--- src/rtl/sha_compress_pkg.sv ---
// Shared SHA-256 definitions for sha_compress: word sizes, FSM encoding,
// per-round K table, IV and the sigma helpers.
package sha_compress_pkg;

  localparam int WORD_S = 32;
  localparam int WARR_S = 512;

  typedef enum logic [1:0] {ST_IDLE, ST_ROUND, ST_DONE} state_t;

  // a is the most significant word, so a 256-bit H vector casts straight in.
  typedef struct packed {
    logic [WORD_S-1:0] a, b, c, d, e, f, g, h;
  } hstate_t;

  localparam logic [255:0] IV = {
    32'h6a09e667, 32'hbb67ae85, 32'h3c6ef372, 32'ha54ff53a,
    32'h510e527f, 32'h9b05688c, 32'h1f83d9ab, 32'h5be0cd19};

  localparam logic [WORD_S-1:0] K [64] = '{
    32'h428a2f98, 32'h71374491, 32'hb5c0fbcf, 32'he9b5dba5, 32'h3956c25b, 32'h59f111f1, 32'h923f82a4, 32'hab1c5ed5,
    32'hd807aa98, 32'h12835b01, 32'h243185be, 32'h550c7dc3, 32'h72be5d74, 32'h80deb1fe, 32'h9bdc06a7, 32'hc19bf174,
    32'he49b69c1, 32'hefbe4786, 32'h0fc19dc6, 32'h240ca1cc, 32'h2de92c6f, 32'h4a7484aa, 32'h5cb0a9dc, 32'h76f988da,
    32'h983e5152, 32'ha831c66d, 32'hb00327c8, 32'hbf597fc7, 32'hc6e00bf3, 32'hd5a79147, 32'h06ca6351, 32'h14292967,
    32'h27b70a85, 32'h2e1b2138, 32'h4d2c6dfc, 32'h53380d13, 32'h650a7354, 32'h766a0abb, 32'h81c2c92e, 32'h92722c85,
    32'ha2bfe8a1, 32'ha81a664b, 32'hc24b8b70, 32'hc76c51a3, 32'hd192e819, 32'hd6990624, 32'hf40e3585, 32'h106aa070,
    32'h19a4c116, 32'h1e376c08, 32'h2748774c, 32'h34b0bcb5, 32'h391c0cb3, 32'h4ed8aa4a, 32'h5b9cca4f, 32'h682e6ff3,
    32'h748f82ee, 32'h78a5636f, 32'h84c87814, 32'h8cc70208, 32'h90befffa, 32'ha4506ceb, 32'hbef9a3f7, 32'hc67178f2};

  function automatic logic [WORD_S-1:0] ror(input logic [WORD_S-1:0] x, input int n);
    return (x >> n) | (x << (WORD_S - n));
  endfunction

  function automatic logic [WORD_S-1:0] bsig0(input logic [WORD_S-1:0] x);
    return ror(x, 2) ^ ror(x, 13) ^ ror(x, 22);
  endfunction

  function automatic logic [WORD_S-1:0] bsig1(input logic [WORD_S-1:0] x);
    return ror(x, 6) ^ ror(x, 11) ^ ror(x, 25);
  endfunction

  function automatic logic [WORD_S-1:0] ssig0(input logic [WORD_S-1:0] x);
    return ror(x, 7) ^ ror(x, 18) ^ (x >> 3);
  endfunction

  function automatic logic [WORD_S-1:0] ssig1(input logic [WORD_S-1:0] x);
    return ror(x, 17) ^ ror(x, 19) ^ (x >> 10);
  endfunction

endpackage

--- src/rtl/sha_compress_round.sv ---
// One combinational SHA-256 round: working variables a..h plus K and the
// current schedule word produce the next a..h.
module sha_compress_round
  import sha_compress_pkg::*;
(
  input  hstate_t           s,
  input  logic [WORD_S-1:0] k,
  input  logic [WORD_S-1:0] w,
  output hstate_t           s_next
);

  logic [WORD_S-1:0] ch, maj, t1, t2;

  always_comb begin
    ch  = (s.e & s.f) ^ (~s.e & s.g);
    maj = (s.a & s.b) ^ (s.a & s.c) ^ (s.b & s.c);
    t1  = s.h + bsig1(s.e) + ch + k + w;
    t2  = bsig0(s.a) + maj;
    s_next = '{a: t1 + t2, b: s.a, c: s.b, d: s.c,
               e: s.d + t1, f: s.e, g: s.f, h: s.g};
  end

endmodule

--- src/rtl/sha_compress.sv ---
// Iterative SHA-256 compression, one round per clock with a rolling 16-word
// schedule window. SHA_FEEDFWD_EN adds the saved input state to the result.
module sha_compress
  import sha_compress_pkg::*;
#(
  parameter int ROUNDS = 64
) (
  input  logic              clk,
  input  logic              reset,
  input  logic              en,
  input  logic [WARR_S-1:0] W,
  input  logic [255:0]      H_in,
  output logic [255:0]      H_out,
  output logic              en_next,
  output logic              busy
);

  state_t                       state_q, state_d;
  hstate_t                      st, st_next;
  logic [15:0][WORD_S-1:0]      w_win;
  logic [WORD_S-1:0]            w_new;
  logic [5:0]                   cnt;
  logic                         last_round;
`ifdef SHA_FEEDFWD_EN
  hstate_t                      hs;
`endif

  assign last_round = (cnt == 6'(ROUNDS - 1));

  // FSM: state register
  always_ff @(posedge clk) begin
    if (reset) state_q <= ST_IDLE;
    else       state_q <= state_d;
  end

  // FSM: next state
  always_comb begin
    state_d = state_q;
    case (state_q)
      ST_IDLE:  if (en) state_d = ST_ROUND;
      ST_ROUND: if (last_round) state_d = ST_DONE;
      ST_DONE:  state_d = ST_IDLE;
      default:  state_d = ST_IDLE;
    endcase
  end

  // FSM: outputs
  always_comb begin
    busy = (state_q != ST_IDLE);
  end

  sha_compress_round u_round (
    .s      (st),
    .k      (K[cnt]),
    .w      (w_win[0]),
    .s_next (st_next)
  );

  assign w_new = ssig1(w_win[14]) + w_win[9] + ssig0(w_win[1]) + w_win[0];

  always_ff @(posedge clk) begin
    if (reset) begin
      st      <= '0;
      w_win   <= '0;
      cnt     <= '0;
      H_out   <= '0;
      en_next <= 1'b0;
`ifdef SHA_FEEDFWD_EN
      hs      <= '0;
`endif
    end else begin
      en_next <= 1'b0;
      case (state_q)
        ST_IDLE: if (en) begin
          // Word 0 sits in the top bits of W; w_win[0] is always the next word consumed.
          for (int i = 0; i < 16; i++) w_win[i] <= W[WARR_S-1-WORD_S*i -: WORD_S];
          st  <= hstate_t'(H_in);
          cnt <= '0;
`ifdef SHA_FEEDFWD_EN
          hs  <= hstate_t'(H_in);
`endif
        end
        ST_ROUND: begin
          st <= st_next;
          for (int i = 0; i < 15; i++) w_win[i] <= w_win[i+1];
          w_win[15] <= w_new;
          cnt <= cnt + 6'd1;
        end
        ST_DONE: begin
`ifdef SHA_FEEDFWD_EN
          H_out <= {st.a + hs.a, st.b + hs.b, st.c + hs.c, st.d + hs.d,
                    st.e + hs.e, st.f + hs.f, st.g + hs.g, st.h + hs.h};
`else
          H_out <= st;
`endif
          en_next <= 1'b1;
        end
        default: ;
      endcase
    end
  end

endmodule
--- config.mk ---
export PLATFORM = sky130hd
export DESIGN_NAME = sha_compress
export DESIGN_NICKNAME = d
export VERILOG_FILES = /design/src/rtl/sha_compress_pkg.sv /design/src/rtl/sha_compress_round.sv /design/src/rtl/sha_compress.sv
export SDC_FILE = /design/constraint.sdc
export NUM_CORES = 2
export LEC_CHECK = 0
export BUFFER_PORTS_ARGS = -buffer_cell sky130_fd_sc_hd__buf_2
export CAP_MARGIN = 20
export CORE_AREA = 5 5 396 398
export CTS_CLUSTER_SIZE = 28
export DETAILED_ROUTE_END_ITERATION = 10
export DIE_AREA = 0 0 401 403
export SYNTH_ARGS = -nofsm -noshare
export SYNTH_HDL_FRONTEND = slang
export SYNTH_SLANG_ARGS = --single-unit
--- constraint.sdc ---
create_clock -name clk -period 10.3 [get_ports clk]
set_input_delay 0 -clock clk [delete_from_list [all_inputs] [get_ports clk]]
set_output_delay 0 -clock clk [all_outputs]
set_load 0.01 [all_outputs]
# --- Word level (Yosys, flattened, before mapping) ---
# Memory sizes are Yosys's and may differ from the RTL's.
# Index checks and enable logic that the tools add are counted.
word_totals:
  mem_count: 1
  out_inout_bits: 258
  elab_cells: 91
  ff_bits: 1033
  inputBits: 771
  romBits: 2048
mem_list:
  columns: ["name", "depth", "width", "read_ports", "rd_ports_with_merged_regs", "wr", "line", "rtl"]
  rows:
  - ["(name not given)", 64, 32, 1, 0, 0, "sha_compress.sv:54", ".k (K[cnt]),"]
op_classes:
  bitwise_logic: 28
  n_reduce_logical: 5
  add_sub_neg: 11
  eq_ne: 5
  order_cmp: 1
  n_mux: 12
op_table:
  columns: ["op", "count"]
  rows:
  - ["case mux 512 bit (2 select lines)", 1]
  - ["2-to-1 mux 512 bit", 1]
  - ["case mux 256 bit (2 select lines)", 1]
  - ["adder 32 bit", 10]
  - ["bitwise XOR 32 bit", 9]
  - ["2-to-1 mux 256 bit", 1]
  - ["AND 32 bit", 5]
  - ["2-to-1 mux 32 bit", 2]
  - ["inverter 32 bit", 1]
  - ["OR 10 x 32 -> 32 bit", 1]
  - ["OR 13 x 32 -> 32 bit", 1]
  - ["OR 14 x 32 -> 32 bit", 1]
  - ["OR 15 x 32 -> 32 bit", 1]
  - ["OR 19 x 32 -> 32 bit", 1]
  - ["OR 21 x 32 -> 32 bit", 1]
  - ["OR 25 x 32 -> 32 bit", 1]
  - ["OR 26 x 32 -> 32 bit", 1]
  - ["OR 30 x 32 -> 32 bit", 1]
  - ["OR 7 x 32 -> 32 bit", 1]
  - ["bitwise XOR 32 x 22 -> 32 bit", 1]
  - ["bitwise XOR 32 x 29 -> 32 bit", 1]
  - ["case mux 6 bit (2 select lines)", 1]
  - [">= comparator 7 bit (second input constant)", 1]
  - ["inverter 6 -> 7 bit", 1]
  - ["other kinds (12)", 16]

# --- Longest topological paths before layout ---
logic_depth:
  ltp_word: 9
  depth_mapped: 35
  ltp_nobuf: 33

# --- Modules after synthesis ---
# From an unflattened synthesis, not the netlist that was laid out.
unflattened:
  cells_unflattened: 8537
  area_unflattened_um2: 63611.0
modules_own_cells:
  columns: ["mod", "cells_each", "instances", "area_per_inst_um2", "seq_area_each_um2"]
  rows:
  - ["sha_compress", 7252, 1, 52795.6, 20679.8]
  - ["sha_compress_round", 1285, 1, 10815.4, 0.0]

# --- Worst setup path before layout ---
# Ideal clock, no wire load.
synth_path:
  path_type: "flip-flop to flip-flop"
  startpoint: "register cnt[2]"
  endpoint: "register st[253] in the netlist's numbering"
  n_path_buf: 3
  t_arrival_ns: 7.421
  path_stages_with_launch: 32
  setup_slack_ns: 2.764
  period_less_slack_ns: 7.536
  setup_ns: 0.114
  cell_sequence: "dfxtp_1 clkbuf_1 inv_2 clkbuf_1 clkbuf_1 ha_1 a211oi_1 o311ai_0 o21ai_0 fa_1 inv_1 ha_1 nor2b_1 o31a_1 o41ai_1 o21ai_1 o211ai_1 a21oi_1 o41a_1 a21oi_1 inv_1 fa_1 inv_1 ha_1 a21o_1 a21oi_1 nand2_1 o21ai_1 a41oi_1 a21bo_1 and3_1 a2111oi_0"
synth_via:
  elab_chain_len: 8
synth_lines:
  columns: ["element", "line", "rtl"]
  rows:
  - ["start, declared", "sha_compress.sv:22", "logic [5:0] cnt;"]
  - ["start signal, assigned", "sha_compress.sv:87", "cnt <= cnt + 6'd1;"]
  - ["inverter 6 -> 7 bit (not written as such)", "sha_compress.sv:54", null]
  - ["memory (64 x 32 bit)", null, null]
  - ["2-to-1 mux 32 bit (not written as such) (2 in series)", "sha_compress.sv:54", null]
  - ["adder 32 bit (2 in series)", "sha_compress_round.sv:17", "t1 = s.h + bsig1(s.e) + ch + k + w;"]
  - ["adder 32 bit", "sha_compress_round.sv:19", "s_next = '{a: t1 + t2, b: s.a, c: s.b, d: s.c,"]
  - ["case mux 256 bit (2 select lines)", "sha_compress.sv:73", "case (state_q)"]
  - ["end signal, assigned", "sha_compress.sv:77", "st <= hstate_t'(H_in);"]
  - ["end signal, assigned", "sha_compress.sv:84", "st <= st_next;"]
  - ["end, declared", "sha_compress.sv:19", "hstate_t st, st_next;"]
# Every way passes these cells. The select of a mux whose other input is x is not followed.
# A chain may end at the register's enable or synchronous reset.

# --- Worst setup path after layout ---
layout_path:
  startpoint: "register cnt[1]"
  endpoint: "register st[253] in the netlist's numbering"
# Same word-level chain as after synthesis.

==> results.yml <==
outcome:
  status: "finished, final reports clean"
yosys:
  synth_top_area_share_pct: 34.1
  yosys.area.top_type: "dfxtp_1"
  synthCells: 7900
  synth-seq-cells: 1033
  synth_area_um2: 60600
  synth_edf_count: 0
  seq_area_frac_synth_pct: 34.1
  async_reset_ff_share_pct: 0
  syn-num-nets: 9009
  yosysUniqueCellTypes: 85
  postSynthAreaPerCell_um2: 7.67
  ys_warn_count: 0
  synth_ff_type: "dfxtp_1"
  yosys-top-cells-area: "dfxtp_1 (34%), o21ai_0 (8.2%), nand2_1 (7.3%)"
global_route:
  grt_pass1_wl_mm: 446
  grt_util_all_layers_pct: 36.6
  grt_pass1_vias: 64539
  gr-total-overflow: 0
  grt_max_degree: 203
  antenna_found_initial: 27
sta:
  max_freq_ghz: 0.114
  period_share_pct: 85.5
  fin_hold_ws_ns: 0.0715
  finalSetupTns_ns: 0
  setup_viol: 0
  slew_headroom_pct: 12.3
  hold_viol_final: 0
  skew_ns: 0.0414
  period_needed_ns: 8.81
  slew_viol_final: 0
  rsz0062_at_grt: "no"
  worstMarginPinSlew_ns: 1.32
critical_path:
  crit_type: "register to register"
  critPathSlowestCell: "ha_1"
  worstPathMaxFanout: 18
  arrival_ns: 9.46
  crit_path_frequent_cell: "inv_1"
  startpoint_type: "register"
  cp.required_ns: 10.95
  crit_path_end_kind: "register"
  critPathMaxStageDelay_ns: 0.89
clock_tree:
  cts_buffer_depth: 3
  cts_resized: 0
  cts_buffers: 114
  path_clk_slew_ns: 0.07
  clk_latency_ns: 0.77
  cts.sinks: 1033
  clockRootBuffer: "clkbuf_16"
  tritoncts: "done"
  cts_max_level: 3
die:
  dieArea_um2: 162000
  die_x_um: 401
  io_pins: 1029
  die_height_um: 403
  start_util_pct: 39.6
  core.rowCount: 144
  coreArea_um2: 153000
drt:
  dr.pass1.iters: 6
  drt_iter0_drc: 7668
  vias: 66721
  route.detailed.drc: 0
  post_drt_wl_per_cell_um: 27.5
  totalWireLength_mm: 313
  vias_per_cell: 5.86
  ant_nets: 0
place:
  globalplace.congestion: 0.969
  dp_hpwl_mm: 223
  portBuffers: 1028
job:
  maxCapViolCount: 0
hold_path:
  hold_path.class: "input pin to register"
finish:
  seq_area_um2: 20700
  fillers: 14348
  multi_input_area_um2: 35600
  layout-drive-gt1-share_pct: 17.0
  area_delta_synth_final_pct: 30.0
  finish.net_count: 10334
state kept, by name (all words and copies together) (netlist names):
name and cells:
w_win 512, H_out 256, st 256, cnt 6, state_q 2, en_next 1
cells by family after synthesis:
family / synth area share (%)
AOI/OAI and AO/OA: 28.9
and+or+nand+nor: 14.3
buffers and inverters: 7.19
DFF: 34.1
xor gates and xnor gates: 5.15
adders and majority gates: 9.33
muxes: 0.992
critical path: cells and delay by family, from the launching register on:
kind                     cells  cell delay [ns]
AO/OA/AOI/OAI               14             3.41
buffers and inverters        5             0.63
adder cells (fa/ha/maj)      5             2.68
AND/OR/NAND/NOR              5             1.14
flip-flops                   1             0.83
synth_stat cells, drive strengths merged (6+ instances only):
cell type,count
a21o,81
a22oi,37
nor2,817
o211ai,23
nand2b,19
buf,50
a221oi,99
mux2,28
o22ai,17
o2111ai,6
nand2,1176
xor2,152
fa,187
or2,10
o221a,212
nand4,7
o31ai,17
dfxtp,1033
mux2i,15
a211oi,29
inv,413
a2bb2oi,179
a21boi,6
a311oi,29
a31oi,20
mux4,6
nand3,35
nand3b,6
o21a,27
or3,18
xnor2,199
and2,8
o221ai,48
o21ai,1005
clkbuf,692
nor2b,19
nor3,43
and3,22
a21oi,869
a2111oi,13
o21bai,6
ha,151
layout by cell type (no fill, tap or decap), drive strengths merged, types with 35 or more instances in the layout:
master / n
fa: 187
a21oi: 869
o21ai: 1005
dfxtp: 1033
dlygate4sd3: 838
nand3: 35
a2bb2oi: 179
inv: 419
a21o: 81
buf: 1113
nor3: 43
a221oi: 99
xnor2: 199
a22oi: 37
o221a: 212
nand2: 1176
xor2: 152
ha: 151
clkbuf: 174
nor2: 817
o221ai: 48
area by class of cell:
class / instances / area share (%)
sequential: 1033 / 26.3
antenna: 16 / 0.0508
multi-input combinational: 5709 / 45.2
clock buffer: 174 / 4.35
inverter: 416 / 2.01
timing repair buffer: 1951 / 18.2
clock inverter: 38 / 0.667
tap: 2044 / 3.25
layer usage:
layer / routed length (µm) / up-vias / global-route usage [%]
met5: 79 / - / 0
met4: 23900 / 12 / 23.3
met3: 27000 / 940 / 7.53
met2: 141000 / 3831 / 58.1
met1: 121000 / 32070 / 45.2
li1: - / 29868 / -
path summary, 6_finish.rpt:
kind / startpoint / endpoint / slack [ns] / cells past startpoint
worst min register to register: st[24]$_SDFFE_PP0P_ / H_out[24]$_SDFFE_PP0P_ / 0.45 / 2
worst min-delay path: H_in[0] / st[0]$_SDFFE_PP0P_ / 0.07 / 5
worst max register to register: cnt[1]$_SDFFE_PP0P_ / st[253]$_SDFFE_PP0P_ / 1.49 / 29
worst max-delay path: cnt[1]$_SDFFE_PP0P_ / st[253]$_SDFFE_PP0P_ / 1.49 / 29
per-stage QoR:
step | area (µm²) | util [%] | instances | setup slack [ns]
after floorplan | 60600 | - | 7900 | 2.76
after global placement | 66300 | 43.4 | 10314 | 1.61
after detailed placement | 66300 | 43.4 | 10314 | 1.57
after CTS | 78700 | 51.4 | 11364 | 1.53
after global routing | 78700 | 51.5 | 11372 | 0.911
final | 78800 | 51.5 | 11381 | 1.49
repair_timing:
| action | CTS | global route |
|---|---|---|
| hold buffers | 838 | 0 |
| buffers inserted | 0 | 0 |
| hold endpoints to repair | 797 | 0 |
Power is not shown: default switching activity piles up to over one toggle a cycle in this logic, so the estimate is an artifact.
